$ cat config.mk
export PLATFORM = sky130hd
export DESIGN_NAME = key_event_scheduler
export DESIGN_NICKNAME = d
export VERILOG_FILES = /design/src/rtl/key_event_scheduler.sv
export SDC_FILE = /design/constraint.sdc
export NUM_CORES = 1
export LEC_CHECK = 0
export BUFFER_PORTS_ARGS = -buffer_cell sky130_fd_sc_hd__buf_2
export CORE_ASPECT_RATIO = 1.1
export CORE_UTILIZATION = 53
export CTS_CLUSTER_DIAMETER = 150
export CTS_CLUSTER_SIZE = 24
export DETAILED_ROUTE_END_ITERATION = 10
export HOLD_SLACK_MARGIN = 0.1
export PLACE_DENSITY = 0.78
export SYNTH_ARGS = -nofsm -noshare
export SYNTH_HDL_FRONTEND = slang
export SYNTH_SLANG_ARGS = --single-unit
$ cat constraint.sdc
create_clock -name clk -period 2.9 [get_ports clk]
set_input_delay 0.435 -clock clk [delete_from_list [all_inputs] [get_ports clk]]
set_output_delay 0.435 -clock clk [all_outputs]
set_load 0.02 [all_outputs]
$ cat src/rtl/key_event_scheduler.sv
// Front-panel key scheduler: hold-time qualification, round-robin arbitration
// of accepted presses into an event FIFO drained over valid/ready.
module key_event_scheduler #(
    parameter int unsigned NKEYS       = 3,
    parameter int unsigned HOLD_CYCLES = 4,
    parameter int unsigned FIFO_DEPTH  = 4
) (
    input  logic                       clk,
    input  logic                       reset,
    input  logic [NKEYS-1:0]           keyin,
    output logic                       evt_valid,
    input  logic                       evt_ready,
    output logic [$clog2(NKEYS)-1:0]   evt_key,
    output logic [NKEYS-1:0]           pending,
    output logic                       overflow
);

    localparam int unsigned KW = $clog2(NKEYS);
    localparam int unsigned CW = $clog2(HOLD_CYCLES + 1);
    localparam int unsigned AW = $clog2(FIFO_DEPTH);
    localparam int unsigned NW = AW + 1;

    logic [NKEYS-1:0][CW-1:0] cnt_q, cnt_d;
    logic [NKEYS-1:0]         press;
    logic [NKEYS-1:0]         pending_q, pending_d;
    logic                     overflow_q, overflow_d;
    logic [KW-1:0]            rr_ptr_q;
    logic [KW-1:0]            mem [FIFO_DEPTH];
    logic [AW-1:0]            wr_ptr_q, rd_ptr_q;
    logic [NW-1:0]            count_q, count_d;
    logic                     pop, can_push, grant_vld;
    logic [KW-1:0]            grant_idx;
    logic [NKEYS-1:0]         grant_vec;
    int unsigned              idx;

    // Counters saturate at HOLD_CYCLES so a press fires once per high run.
    always_comb begin
        cnt_d = cnt_q;
        press = '0;
        for (int i = 0; i < NKEYS; i++) begin
            if (!keyin[i]) begin
                cnt_d[i] = '0;
            end else begin
                press[i] = (cnt_q[i] == CW'(HOLD_CYCLES - 1));
                if (cnt_q[i] != CW'(HOLD_CYCLES)) begin
                    cnt_d[i] = cnt_q[i] + CW'(1);
                end
            end
        end
    end

    assign evt_valid = (count_q != '0);
    assign pop       = evt_valid && evt_ready;
    assign can_push  = (count_q < NW'(FIFO_DEPTH)) || pop;

    always_comb begin
        grant_vld = 1'b0;
        grant_idx = '0;
        grant_vec = '0;
        idx       = 0;
        for (int unsigned k = 1; k <= NKEYS; k++) begin
            idx = (32'(rr_ptr_q) + k) % NKEYS;
            if (can_push && !grant_vld && pending_q[idx]) begin
                grant_vld = 1'b1;
                grant_idx = KW'(idx);
            end
        end
        if (grant_vld) begin
            grant_vec[grant_idx] = 1'b1;
        end
    end

    // A press on a key granted this cycle refills its pending slot, no drop.
    always_comb begin
        pending_d  = (pending_q & ~grant_vec) | press;
        overflow_d = overflow_q | (|(press & pending_q & ~grant_vec));
        count_d    = count_q;
        unique case ({grant_vld, pop})
            2'b10:   count_d = count_q + NW'(1);
            2'b01:   count_d = count_q - NW'(1);
            default: count_d = count_q;
        endcase
    end

    always_ff @(posedge clk) begin
        if (reset) begin
            cnt_q      <= '0;
            pending_q  <= '0;
            overflow_q <= 1'b0;
            rr_ptr_q   <= KW'(NKEYS - 1);
            wr_ptr_q   <= '0;
            rd_ptr_q   <= '0;
            count_q    <= '0;
        end else begin
            cnt_q      <= cnt_d;
            pending_q  <= pending_d;
            overflow_q <= overflow_d;
            count_q    <= count_d;
            if (grant_vld) begin
                rr_ptr_q <= grant_idx;
                wr_ptr_q <= wr_ptr_q + AW'(1);
            end
            if (pop) begin
                rd_ptr_q <= rd_ptr_q + AW'(1);
            end
        end
    end

    always_ff @(posedge clk) begin
        if (grant_vld) begin
            mem[wr_ptr_q] <= grant_idx;
        end
    end

    assign evt_key  = evt_valid ? mem[rd_ptr_q] : '0;
    assign pending  = pending_q;
    assign overflow = overflow_q;

endmodule

## Word-level counts from Yosys, hierarchy flattened

Memory sizes are Yosys's and may differ from the RTL's. A register that Yosys moved wholly into a read port is not among the register bits.
Index checks and enable logic that the tools add are counted.

- Add/sub/neg operators: 10
- Div/mod/pow operators: 3
- Magnitude comparators: 6
- Equal/unequal tests: 8
- Multiplexer cells: 24
- Bitwise logic cells: 9
- Reduce and logical (&&, ||, !) cells: 16

Operators with widths:

| kind | count |
|---|---|
| less-than comparator 32 x 3 -> 1 bit, second input constant | 3 |
| remainder unit 32 x 2 -> 32 bit, second input constant | 3 |
| adder 3 x 1 -> 3 bit, second input constant | 4 |
| two-way mux 1 bit | 12 |
| two-way mux 2 bit | 6 |
| bitwise AND 3 bit | 3 |
| == test 3 x 2 -> 1 bit, second input constant | 3 |
| != test 3 bit, second input constant | 3 |
| logical AND 1 bit | 7 |
| adder 2 x 2 -> 3 bit, second input constant | 2 |
| binary-select mux 1 bit (select 2 bit) | 3 |
| case mux 3 bit (2 select lines) | 1 |
| OR reduction 2 bit | 3 |
| adder 2 x 1 -> 2 bit, second input constant | 2 |
| adder 2 x 1 -> 3 bit, second input constant | 1 |
| less-than comparator 2 x 3 -> 1 bit, second input constant | 1 |
| less-than comparator 3 bit, second input constant | 1 |
| two-way mux 3 bit | 1 |
| NOT 1 bit | 3 |
| NOT 3 bit | 1 |
| bitwise OR 3 bit | 1 |
| nonzero test 3 bit | 1 |
| OR reduction 3 bit | 1 |
| subtractor 3 x 1 -> 3 bit, second input constant | 1 |
| other kinds (8) | 9 |

- Register bits after elaboration: 22
- Bits in writable memories: 8
- Input port bits: 6
- Output and inout port bits: 7
- Word-level logic and storage cells: 86
- Memories kept: 1

Memories:

| memory | words | bits a word | rd ports | clocked after memory_dff | write ports | line | RTL |
|---|---|---|---|---|---|---|---|
| mem | 4 | 2 | 1 | 1 | 1 | 28 | `logic [KW-1:0] mem [FIFO_DEPTH];` |

## Depth between registers and ports, before layout

- Depth after elaboration: 23
- Gate-level depth with buffers: 13
- Depth with buffers taken out: 13

## Worst setup path before layout

OpenSTA, ideal clock, no wires.

- Path kind: register to register
- Start: reg rr_ptr_q[0]
- End: reg count_q[2]
- Library setup time: 71 ps
- Arrival: 2823 ps
- Data required time: 2829 ps
- Path slack: 6 ps
- Cell stages (with the launch flop): 14
- Path buffers: 0
- Cells stage by stage: dfxtp_1 -> inv_1 -> ha_1 -> or2b_1 -> a21oi_2 -> or3_4 -> o21a_4 -> clkinv_2 -> ha_1 -> inv_1 -> fa_1 -> xor2_1 -> or3_1 -> a21oi_1

- Word-level cells in the longest chain between the ends: 16
- Elaborated cells between the ends (all ways): 26
- Those cells by class: 3 x add/sub; 3 x div; 2 x eq/ne; 10 x mux; 8 x reduce/logical

RTL lines:

| what | line | RTL |
|---|---|---|
| start, declared | 27 | `logic [KW-1:0] rr_ptr_q;` |
| start signal, assigned | 90 | `rr_ptr_q <= KW'(NKEYS - 1);` |
| start signal, assigned | 100 | `rr_ptr_q <= grant_idx;` |
| adder 2 x 1 -> 3 bit | 62 | `idx = (32'(rr_ptr_q) + k) % NKEYS;` |
| remainder unit 32 x 2 -> 32 bit | 62 |  |
| binary-select mux 1 bit (select 2 bit) | 63 | `if (can_push && !grant_vld && pending_q[idx]) begin` |
| two-way mux 1 bit (implied by the code) | 63 |  |
| logical AND 1 bit | 63 |  |
| two-way mux 1 bit | 63 |  |
| logical NOT 1 bit | 63 |  |
| logical AND 1 bit (2 in series) | 63 |  |
| two-way mux 1 bit | 63 |  |
| logical NOT 1 bit | 63 |  |
| logical AND 1 bit (2 in series) | 63 |  |
| two-way mux 1 bit * | 63 |  |
| == test 2 x 1 -> 1 bit or == test 2 bit (tied branches) | 78 | `unique case ({grant_vld, pop})` |
| case mux 3 bit (2 select lines) or nonzero test 2 bit (tied branches) | -- |  |
| end signal, assigned | 98 | `count_q <= count_d;` |
| end, declared | 30 | `logic [NW-1:0] count_q, count_d;` |

Every way passes the cells marked *; elsewhere a longest branch is shown, timed or not. The select of a mux whose other input is x is not followed.
A chain may end at the register's enable or synchronous reset.

## Final worst setup path

Same ends and word-level chain as after synthesis.

==> impl_metrics.py <==
metrics = {
    "grt": {
        "grt-ovfl-total": 0,
        "grt_use_total": 0.199,
        "grt_max_degree": 18,
        "grt_pass1_wl_um": 5080,
        "antenna_found_initial": 0,
        "grt_pass1_vias": 1207,
    },
    "yosys": {
        "synth_top_flop_cell": "dfxtp_1",
        "syn_area_um2": 1710,
        "synthArstFlopShare": 0,
        "yosysSeqAreaShare": 0.421,
        "synth_edf_count": 8,
        "synth_top_area_share": 0.281,
        "postSynthCellCount": 178,
        "syn_nets": 203,
        "post-synth-top-area-cell": "dfxtp_1",
        "synth_warnings": 0,
        "ys_types": 39,
        "synth-seq-cells": 32,
        "ys_top_cells_by_count": "dfxtp_1 (24), inv_1 (21), ha_1 (18)",
        "synth_most_common_cell": "dfxtp_1",
        "synth.avg_cell_area_um2": 9.62,
        "synth_area_leaders": "dfxtp_1 (28%), edfxtp_1 (14%), ha_1 (13%)",
    },
    "clock_network": {
        "ctsHtreeMaxLevel": 2,
        "cts_root_buffer": "clkbuf_4",
        "clock_latency_ns": 0.33,
        "clk_path_buf_depth": 2,
        "cts_tree": "done",
        "cts_setup_buffers": 0,
        "numCtsBuffers": 5,
        "clk_pin_slew_worst_paths_ns": 0.10,
        "cts.sink_count": 32,
    },
    "route": {
        "ant_nets": 0,
        "dr.pass1.iters": 4,
        "wl_per_cell_um": 13.6,
        "wirelength_um": 3190,
        "route.detailed.drc": 0,
        "viasPerCell": 5.46,
        "first_iter_violations": 51,
        "num_vias": 1283,
    },
    "timing": {
        "fin_crit_sh": 0.987,
        "hold_viol": 0,
        "max_freq_mhz": 350,
        "period_needed_ns": 2.86,
        "final_max_slew_viol_count": 0,
        "slew_headroom": 0.628,
        "setup_viol": 0,
        "grt_setup_unrepaired": "true",
        "worst_pin_slew_ns": 0.556,
        "hold_ws_ns": 0.390,
        "layout_setup_ws_ns": 0.0390,
        "clock_skew_ns": 0.00667,
    },
    "floorplanning": {
        "die_w_um": 56.2,
        "pin_count": 13,
        "start_util": 0.562,
        "fp.dieH_um": 61.6,
        "design.die.area_um2": 3460,
        "std_cell_rows": 21,
        "fp.coreArea_um2": 3050,
    },
    "power": {
        "p_leak_nw": 0.756,
        "ir_worst_vdd_mv": 0.298,
        "power_density_nw_per_um2": 433,
        "finalPower_uw": 855,
    },
    "place": {
        "place_congestion": 0.979,
        "portBuffers": 12,
        "place_ws_ns": -0.0701,
        "dp_hpwl_um": 2390,
        "place_inst": 227,
    },
    "layout": {
        "final_cells": 235,
        "synthToLayoutAreaGrowth_pct": 15.5,
        "final_core_util": 0.649,
        "antenna_cells": 0,
        "final_nets": 225,
        "layout-drive-gt1-share": 0.239,
    },
    "worst_setup_path": {
        "setup.worst_path.class": "flop to flop",
        "startpoint_type": "flop",
        "rr_worst_depth": 13,
        "cp_max_fo": 7,
        "end_kind": "flop",
        "cp.required_ns": 3.17,
        "critPathArrivalTime_ns": 3.13,
    },
    "min_path": {
        "hold_path_class": "primary input to flop",
        "min_path_cells": 3,
    },
    "outcome": {
        "status": "finished, final reports clean",
    },
    "job": {
        "maxCapViolCount": 0,
    },
}
timing repair:
action,CTS,global route
endpoints found under the setup margin,1,1
resized for setup,7,9
cloned,0,0
pin swaps,1,4
hold buffers,0,0
final cells by class:
class / count / area, um^2
well taps: 34 / 42.5
inverters: 22 / 86.3
repair buffers: 18 / 105
flip-flops and latches: 32 / 726
clock buffers: 6 / 41.3
multi-input cells: 121 / 941
fillers: 258 / 1070
clock inverters: 2 / 35.0
worst paths after layout:
check | startpoint | slack [ns] | endpoint
worst max-delay path | rr_ptr_q[0] | 0.04 | count_q[2]
worst min-delay path | keyin[1] | 0.39 | pending[1]
worst max register to register | rr_ptr_q[0] | 0.04 | count_q[2]
worst min register to register | cnt_q[7] | 0.50 | cnt_q[7]
cells by family (layout without fill, tap and decap cells):
| kind of cell | Yosys count | in the layout | synth area share |
|---|---|---|---|
| simple gates | 58 | 58 | 0.174 |
| mux | 4 | 4 | 0.0380 |
| flops | 32 | 32 | 0.421 |
| xor+xnor | 8 | 8 | 0.0409 |
| buf+inv | 25 | 48 | 0.0599 |
| fa+ha+maj | 19 | 19 | 0.143 |
| compound gates | 32 | 32 | 0.123 |
registers in the layout, summed over array words and instances (netlist names), named ones only:
| name | flops |
|---|---|
| count_q | 3 |
| cnt_q | 9 |
| rd_ptr_q | 2 |
| overflow | 1 |
| mem | 8 |
| rr_ptr_q | 2 |
| wr_ptr_q | 2 |
| pending | 3 |
power by group:
| part | leakage, nW | switching (mW) | internal, mW |
|---|---|---|---|
| Sequential | 0.252 | 0.00729 | 0.462 |
| Combinational | 0.462 | 0.0320 | 0.0253 |
| Clock | 0.0422 | 0.148 | 0.181 |
metal layers:
metal,global-route usage,vias up,part of all wire
met4,0.0836,0,0.017
met1,0.202,602,0.40
met5,0,-,0
met3,0.0567,6,0.038
met2,0.389,27,0.55
li1,-,648,-
cells in the final DEF (no fill, tap or decap), types with 3 or more instances in the layout:
master     n
xnor2_1    5
nand3_1    3
dfxtp_1   22
nor2_1    14
edfxtp_1   8
a21oi_1   14
clkbuf_4   5
ha_4       3
or3_1      3
nand2b_1   4
a21oi_2    4
and2_1     6
xor2_1     3
buf_2     12
ha_1      14
o21ai_0    4
inv_1     20
nand2_1   15
buf_4      6
through the flow:
step                TNS (ns)  cell area (um^2)
finish                     0              1980
global route         -0.0839              1980
CTS                        0              1940
detailed placement   -0.0701              1840
global placement           0              1840
floorplan                  0              1710
worst max-delay path, cell delays in order, from the launching register on:
cell	delay, ns
dfxtp_2	0.37
inv_4	0.05
ha_4	0.30
mux2i_2	0.24
nor2_2	0.06
or3_4	0.34
o21a_4	0.21
clkinv_2	0.06
ha_4	0.13
inv_1	0.05
fa_2	0.33
xor2_1	0.16
or3_1	0.38
a21oi_2	0.12
(Power assumes the default switching activity.)
